<file path="config.mk">
export PLATFORM = sky130hd
export DESIGN_NAME = tdm_demux
export DESIGN_NICKNAME = d
export VERILOG_FILES = /design/src/rtl/tdm_demux.sv
export SDC_FILE = /design/constraint.sdc
export NUM_CORES = 1
export LEC_CHECK = 0
export ABC_AREA = 1
export BUFFER_PORTS_ARGS = -buffer_cell sky130_fd_sc_hd__buf_2
export CORE_ASPECT_RATIO = 0.7
export CORE_MARGIN = 3
export CORE_UTILIZATION = 48
export CTS_CLUSTER_SIZE = 24
export DETAILED_ROUTE_END_ITERATION = 10
export PLACE_DENSITY_LB_ADDON = 0.1
export SETUP_SLACK_MARGIN = 0.2
export SLEW_MARGIN = 20
export SYNTH_ARGS = -nofsm -noshare
export SYNTH_HDL_FRONTEND = slang
export SYNTH_SLANG_ARGS = --single-unit
</file>
<file path="constraint.sdc">
create_clock -name clk -period 1.4 [get_ports clk]
set_clock_uncertainty 0.2 [all_clocks]
set_input_delay 0.07 -clock clk [delete_from_list [all_inputs] [get_ports clk]]
set_output_delay 0.07 -clock clk [all_outputs]
set_load 0.005 [all_outputs]
</file>
<file path="src/rtl/tdm_demux.sv">
// TDM link receiver: hunts for frame_sync, then deserializes NCH slots of W bits
// (MSB first) into per-channel registers, with one-cycle valid/done/error pulses.
module tdm_demux_ch #(
    parameter int W = 8
) (
    input  logic         clk,
    input  logic         rst_n,
    input  logic         ld,
    input  logic [W-1:0] word,
    output logic [W-1:0] q
);
    always_ff @(posedge clk or negedge rst_n) begin
        if (!rst_n)  q <= '0;
        else if (ld) q <= word;
    end
endmodule

module tdm_demux #(
    parameter int NCH = 4,
    parameter int W   = 8
) (
    input  logic             clk,
    input  logic             rst_n,
    input  logic             din,
    input  logic             din_valid,
    input  logic             frame_sync,
    output logic [NCH*W-1:0] ch_data,
    output logic [NCH-1:0]   ch_valid,
    output logic             frame_done,
    output logic             sync_err,
    output logic             in_frame
);
    localparam int BW = $clog2(W);
    localparam int SW = $clog2(NCH);

    typedef enum logic {HUNT, RECV} state_t;

    state_t         state, state_nxt;
    logic [BW-1:0]  bit_cnt, bit_nxt;
    logic [SW-1:0]  slot_cnt, slot_nxt;
    logic [W-1:0]   shift, shift_nxt;
    logic [W-1:0]   word;
    logic           word_done, frame_end, resync;
    logic [NCH-1:0] ld;
    logic [NCH-1:0][W-1:0] ch_q;

    assign word = {shift[W-2:0], din};

    always_ff @(posedge clk or negedge rst_n) begin
        if (!rst_n) begin
            state    <= HUNT;
            bit_cnt  <= '0;
            slot_cnt <= '0;
            shift    <= '0;
        end else begin
            state    <= state_nxt;
            bit_cnt  <= bit_nxt;
            slot_cnt <= slot_nxt;
            shift    <= shift_nxt;
        end
    end

    // Any accepted frame_sync restarts slot 0; in RECV that is also a resync.
    always_comb begin
        state_nxt = state;
        bit_nxt   = bit_cnt;
        slot_nxt  = slot_cnt;
        shift_nxt = shift;
        if (din_valid) begin
            if (frame_sync) begin
                state_nxt = RECV;
                bit_nxt   = BW'(1);
                slot_nxt  = '0;
                shift_nxt = {{(W-1){1'b0}}, din};
            end else if (state == RECV) begin
                shift_nxt = word;
                if (bit_cnt == BW'(W-1)) begin
                    bit_nxt = '0;
                    if (slot_cnt == SW'(NCH-1)) begin
                        slot_nxt  = '0;
                        state_nxt = HUNT;
                    end else begin
                        slot_nxt = slot_cnt + SW'(1);
                    end
                end else begin
                    bit_nxt = bit_cnt + BW'(1);
                end
            end
        end
    end

    always_comb begin
        resync    = (state == RECV) && din_valid && frame_sync;
        word_done = (state == RECV) && din_valid && !frame_sync && (bit_cnt == BW'(W-1));
        frame_end = word_done && (slot_cnt == SW'(NCH-1));
    end

    always_ff @(posedge clk or negedge rst_n) begin
        if (!rst_n) begin
            ch_valid   <= '0;
            frame_done <= 1'b0;
            sync_err   <= 1'b0;
            in_frame   <= 1'b0;
        end else begin
            ch_valid   <= ld;
            frame_done <= frame_end;
            sync_err   <= resync;
            in_frame   <= (state_nxt == RECV);
        end
    end

    for (genvar i = 0; i < NCH; i++) begin : g_ch
        assign ld[i] = word_done && (slot_cnt == SW'(i));
        tdm_demux_ch #(.W(W)) u_ch (
            .clk   (clk),
            .rst_n (rst_n),
            .ld    (ld[i]),
            .word  (word),
            .q     (ch_q[i])
        );
        assign ch_data[i*W +: W] = ch_q[i];
    end
endmodule

</file>
==> results of run 1 <==
==> area by class of cell <==
| type | instances | share of cell area |
|---|---|---|
| repair buffers | 67 | 0.172 |
| multi-input cells | 134 | 0.311 |
| clock inverters | 3 | 0.00748 |
| inverters | 16 | 0.0224 |
| flip-flops and latches | 50 | 0.440 |
| well taps | 52 | 0.0229 |
| clock buffers | 5 | 0.0242 |
==> through the flow <==
| step | cells | util |
|---|---|---|
| 6_report | 327 | 0.692 |
| 5_1_grt | 327 | 0.692 |
| 4_1_cts | 322 | 0.665 |
| 3_5_place_dp | 309 | 0.613 |
| 3_3_place_gp | 309 | 0.613 |
| 2_1_floorplan | 210 | - |
==> worst max-delay path, cell delays in order, from the launching register on <==
cell,delay (ps)
dfrtp_1,370
ha_2,190
ha_4,160
nand2_2,50
inv_2,70
nand2_4,90
buf_12,150
nand2_4,50
o21ai_2,50
==> routing by layer <==
metal  vias to the layer above  global-route usage  part of all wire  wire length, um
met5                         -                   0                 0                0
met3                         2              0.0474             0.061              282
met1                       814               0.270              0.48             2240
met4                         0              0.0406           0.00086                4
li1                        822                   -                 -                -
met2                        42               0.267              0.46             2110
==> cell usage after synthesis (all sizes together) <==
library cell  count  area share
inv              16       0.028
o21ai             9       0.033
nand4            24       0.070
dfrtp            50        0.58
buf               9       0.036
clkbuf            2      0.0035
nand2            73        0.14
nor2              6       0.018
ha                6       0.035
o22ai             6       0.018
nand3             9       0.039
==> repair_timing <==
item / 4_1_cts / 5_1_grt
hold endpoints to repair: 61 / 1
setup buffers: 0 / 3
gates resized for setup: 18 / 15
hold buffers: 3 / 2
pin swaps: 4 / 3
cloned: 2 / 0
endpoints found under the setup margin: 49 / 49
==> path summary, 6_finish.rpt <==
check	from	endpoint	cells after the start
worst max register to register	bit_cnt[0]	g_ch[3].u_ch.q[4]	8
worst min register to register	g_ch[2].u_ch.q[6]	g_ch[2].u_ch.q[6]	2
min in group asynchronous	rst_n	bit_cnt[2]	3
worst max-delay path	bit_cnt[0]	g_ch[3].u_ch.q[4]	8
worst min-delay path	din_valid	sync_err	4
max in group asynchronous	rst_n	g_ch[0].u_ch.q[7]	3
==> cells by family after synthesis <==
kind of cell | Yosys count
buffers and inverters | 27
AND/OR/NAND/NOR | 112
AO/OA/AOI/OAI | 15
flip-flops | 50
adder cells (fa/ha/maj) | 6
==> power breakdown <==
group	internal [mW]	switching (mW)	leakage [nW]
registers	1.49	0.0378	0.683
logic	0.142	0.199	0.830
clock network	0.352	0.489	0.0441
total	1.98	0.725	1.56
==> sequential cells by signal, summed over array words and instances (netlist names) <==
signal / count
g_ch.u_ch.q: 32
shift: 7
ch_valid: 4
bit_cnt: 3
slot_cnt: 2
in_frame: 1
sync_err: 1
==> results.md, run 1 <==
* CTS root buf: clkbuf_8
* Layout cells sized above 1 at 0.415
* Final Net Count at 285
* CP Capture Type: flop
* Total track usage at 0.181
* Worst hold-check path type: input pin to flop
* Post-synthesis sequential area ratio at 0.584
* Ports at 44
* Fin area at 2850 um^2
* Row cnt at 19
* RSZ-0062 raised after global routing: true
* FF-to-FF setup slack at -90 ps
* Initial Util at 0.521
* DIE WIDTH at 85.8 um
* Post-Synth XOR/XNOR Area at 0
* Max-slew headroom at 0.825
* Clock latency at the later pin of the worst-skew pair at 310 ps
* Mapped Area at 2140 um^2
* Grt total ovfl at 0
* Syn nets at 221
* Global-route wire length before repair at 7.33 mm
* Detailed-route DRC error count at 0
* Filler cells at 302
* Avg Cell Area, Syn at 10.2 um^2
* Detail Route Antenna Nets at 0
* Post-DP Area at 2520 um^2
* Hold_ws at -9.92 ps
* CP required at 1400 ps
* Status: finished, violations left
* Largest family of logic cells by synthesized area: simple AND/OR/NAND/NOR gates
* Die area at 5310 um^2
* # diodes at 0
* Pwr Density at 951 nW/um^2
* Multi-input gate area at 886 um^2
* Cells after Synth at 210
* Final setup vio count at 37
* Vias in the first global route at 1510
* WL per Instance at 14.2 um
* Synth unique cells at 19
* GPL Wtd Cong at 0.772
* Startpoint type of the worst setup path: flop
* Area of the core at 4110 um^2
* DIE HEIGHT at 61.9 um
* Commonest non-fill, non-tap cells in the layout: nand2_1 (56), dfrtp_1 (50), buf_2 (43)
* Worst Path Max Fanout at 6
* Seq. cell area at 1250 um^2
* Leading cell type in the layout, fill and taps excluded: nand2_1
* Via count at 1680
* Failing checks: negative hold slack, negative setup slack
* Port Buffers at 43
* Number of max-slew violations in the final report at 0
* Mux share of post-synthesis cell area at 0
* Synth Area in Compound Gates at 0.0508
* Post-layout total power at 2.71 mW
* Post-Synth Simple-Gate Area at 0.263
* Fin. Hold Viols at 2
* Initial DRC Count at 80
* Final WS setup at -89.5 ps
* Fmax at 671 MHz
* Yosys warnings at 0
* Period utilization at 1.06
* Max IR drop VDD at 0.716 mV
* Yosys reg bits at 50
* WS Path Type: flop to flop
* Clock transition at path regs at 100 ps
* Final TNS setup at -2100 ps
* Initial antenna violation count at 0
* Max H-tree Level at 2
* Layout area overhead at 32.8%
* Bufs on Longest Clock Path at 2
* CTS Buf Count at 5
* Clk sinks at 50
* CTS tree: done
* Crit path arrival time at 1490 ps
* Pre-CTS setup slack at -139 ps
* Post-route minimum period at 1490 ps
* Post-DP HPWL at 3.06 mm
* First-pass DRT Iterations at 4
* Final WL at 4.64 mm
* Maxcap violations at 0
* Slew @ Worst Pin at 263 ps
* Leakage power at 1.56 nW
* DR vias/cell at 5.14
* Largest net degree at the start of global routing at 51
* Synth Area in Adders at 0.0350
Note: power is estimated with default switching activity, not from simulation.
==> run 2, diff against run 1 <==
==> constraint.sdc (replaced) <==
create_clock -name clk -period 1.4 [get_ports clk]
set_clock_uncertainty 0.2 [all_clocks]
set_input_delay 0.14 -clock clk [delete_from_list [all_inputs] [get_ports clk]]
set_output_delay 0.14 -clock clk [all_outputs]
set_load 0.005 [all_outputs]
==> run 2 against run 1 <==
The flow finishes with violations (negative setup slack). Sequential power is essentially flat. Routed wire length grew 0.47%. Non-clock buffer count grew 7. Flip-flop and latch count is the same. Register-to-register slack is essentially flat. Final cell count grew 2.1%. Via count grew 1.2%. Setup slack lost 5.3 ps. Sequential share of layout area shrank 0.85 points. Clock power is essentially flat. Largest power group unchanged. Maximum frequency shrank 0.35%.
==> results.md, run 2 (synthesized netlist as in run 1, its figures left out) <==
* Clock latency at the later pin of the worst-skew pair at 310 ps
* Number of max-slew violations in the final report at 0
* Detail Route Antenna Nets at 0
* CTS tree: done
* Post-DP HPWL at 3.06 mm
* Layout area overhead at 35.5%
* Total track usage at 0.182
* DIE WIDTH at 85.8 um
* CP required at 1400 ps
* WS Path Type: flop to flop
* Ports at 44
* Startpoint type of the worst setup path: flop
* Hold_ws at 12.8 ps
* Commonest non-fill, non-tap cells in the layout: nand2_1 (56), dfrtp_1 (50), buf_2 (42)
* Post-route minimum period at 1490 ps
* Switching power at 0.725 mW
* # diodes at 0
* DIE HEIGHT at 61.9 um
* Grt total ovfl at 0
* Crit path arrival time at 1500 ps
* First-pass DRT Iterations at 4
* Largest net degree at the start of global routing at 51
* Layout cells sized above 1 at 0.433
* Pwr Density at 933 nW/um^2
* Fmax at 669 MHz
* GPL Wtd Cong at 0.772
* Initial DRC Count at 79
* CP Capture Type: flop
* Combinational Power Share at 0.126
* Clk sinks at 50
* Final WS setup at -94.7 ps
* Bufs on Longest Clock Path at 2
* RSZ-0062 raised after global routing: true
* Max H-tree Level at 2
* Sw Share at 0.268
* Maxcap violations at 0
* Leading cell type in the layout, fill and taps excluded: nand2_1
* Status: finished, violations left
* Clock power share at 0.311
* Slew @ Worst Pin at 264 ps
* CTS root buf: clkbuf_8
* Period utilization at 1.07
* Area of the core at 4110 um^2
* CTS Buf Count at 5
* Clock transition at path regs at 100 ps
* Final setup vio count at 37
* Sequential power share at 0.563
* Port Buffers at 43
* Fin. Hold Viols at 0
* Max IR drop VDD at 0.572 mV
* Final WL at 4.66 mm
* Via count at 1700
* Fin area at 2900 um^2
* Global-route wire length before repair at 7.37 mm
* Detailed-route DRC error count at 0
* Leakage power at 1.60 nW
* Pre-CTS setup slack at -139 ps
* Initial Util at 0.521
* Failing checks: negative setup slack
* Die area at 5310 um^2
* WL per Instance at 14.0 um
* Post-layout total power at 2.71 mW
* Initial antenna violation count at 0
* DR vias/cell at 5.09
* Vias in the first global route at 1517
* Worst Path Max Fanout at 6
* Post-DP Area at 2520 um^2
* Row cnt at 19
* Max reg flops at 32
* Top Registers: g_ch.u_ch.q x32, shift x7, ch_valid x4
* Top reg by flops: g_ch.u_ch.q
* Pint at 1.98 mW
* Max-slew headroom at 0.824
* Worst hold-check path type: input pin to flop
* Final Net Count at 292
run 2: cell types whose count changed in the layout (fill, tap and decap cells not counted):
cell and delta:
buf_4 +8, buf_2 -1, buf_6 +1, dlygate4sd3_1 -1
run 2: cell type report:
type | count | area (um^2)
multi-input cells | 134 | 886
inverters | 16 | 63.8
well taps | 52 | 65.1
clock inverters | 3 | 21.3
repair buffers | 74 | 546
clock buffers | 5 | 68.8
flip-flops and latches | 50 | 1250
fillers | 297 | 1210
run 2: final timing paths:
check | start | to | slack (ps) | depth (start not counted)
max | bit_cnt[0] | g_ch[3].u_ch.q[2] | -90 | 8
min | din_valid | slot_cnt[0] | 10 | 4
max reg2reg | bit_cnt[0] | g_ch[3].u_ch.q[2] | -90 | 8
min reg2reg | g_ch[2].u_ch.q[6] | g_ch[2].u_ch.q[6] | 270 | 2
max in group asynchronous | rst_n | g_ch[2].u_ch.q[3] | 630 | 3
min in group asynchronous | rst_n | g_ch[0].u_ch.q[2] | 150 | 3
run 2: repair_timing:
| action | CTS | global route |
|---|---|---|
| cloned | 2 | 0 |
| pin swaps | 4 | 4 |
| endpoints found under the hold margin | 59 | 0 |
| hold buffers | 4 | 0 |
| gates resized for setup | 18 | 16 |
| setup endpoints to repair | 49 | 59 |
| setup buffers | 0 | 11 |
run 2: critical path: stages, from the launching register on:
cell	delay [ps]
dfrtp_1	370
ha_2	190
ha_4	160
nand2_2	50
inv_2	70
nand2_4	90
buf_12	160
nand2_2	60
o21ai_2	50
run 2: layer usage:
layer | part of all wire | track usage | up-vias
met4 | 0.0062 | 0.0406 | 0
met2 | 0.46 | 0.267 | 36
met3 | 0.051 | 0.0474 | 7
li1 | - | - | 839
met5 | 0 | 0 | -
met1 | 0.49 | 0.273 | 818
run 2: power groups by stage:
stage	clock network [mW]	registers, mW	logic [mW]
after floorplan	0	1.55	0.156
after global placement	0	1.55	0.280
after detailed placement	0	1.55	0.286
after CTS	0.856	1.52	0.311
after global routing	0.913	1.53	0.380
final	0.842	1.52	0.341
run 2: metrics by stage:
| stage | utilization | cells | TNS [ps] |
|---|---|---|---|
| 6_report | 0.706 | 334 | -2060 |
| 5_1_grt | 0.706 | 334 | -4360 |
| 4_1_cts | 0.667 | 323 | -2100 |
| 3_5_place_dp | 0.613 | 309 | -1550 |
| 3_3_place_gp | 0.613 | 309 | -933 |
| 2_1_floorplan | - | 210 | -101 |
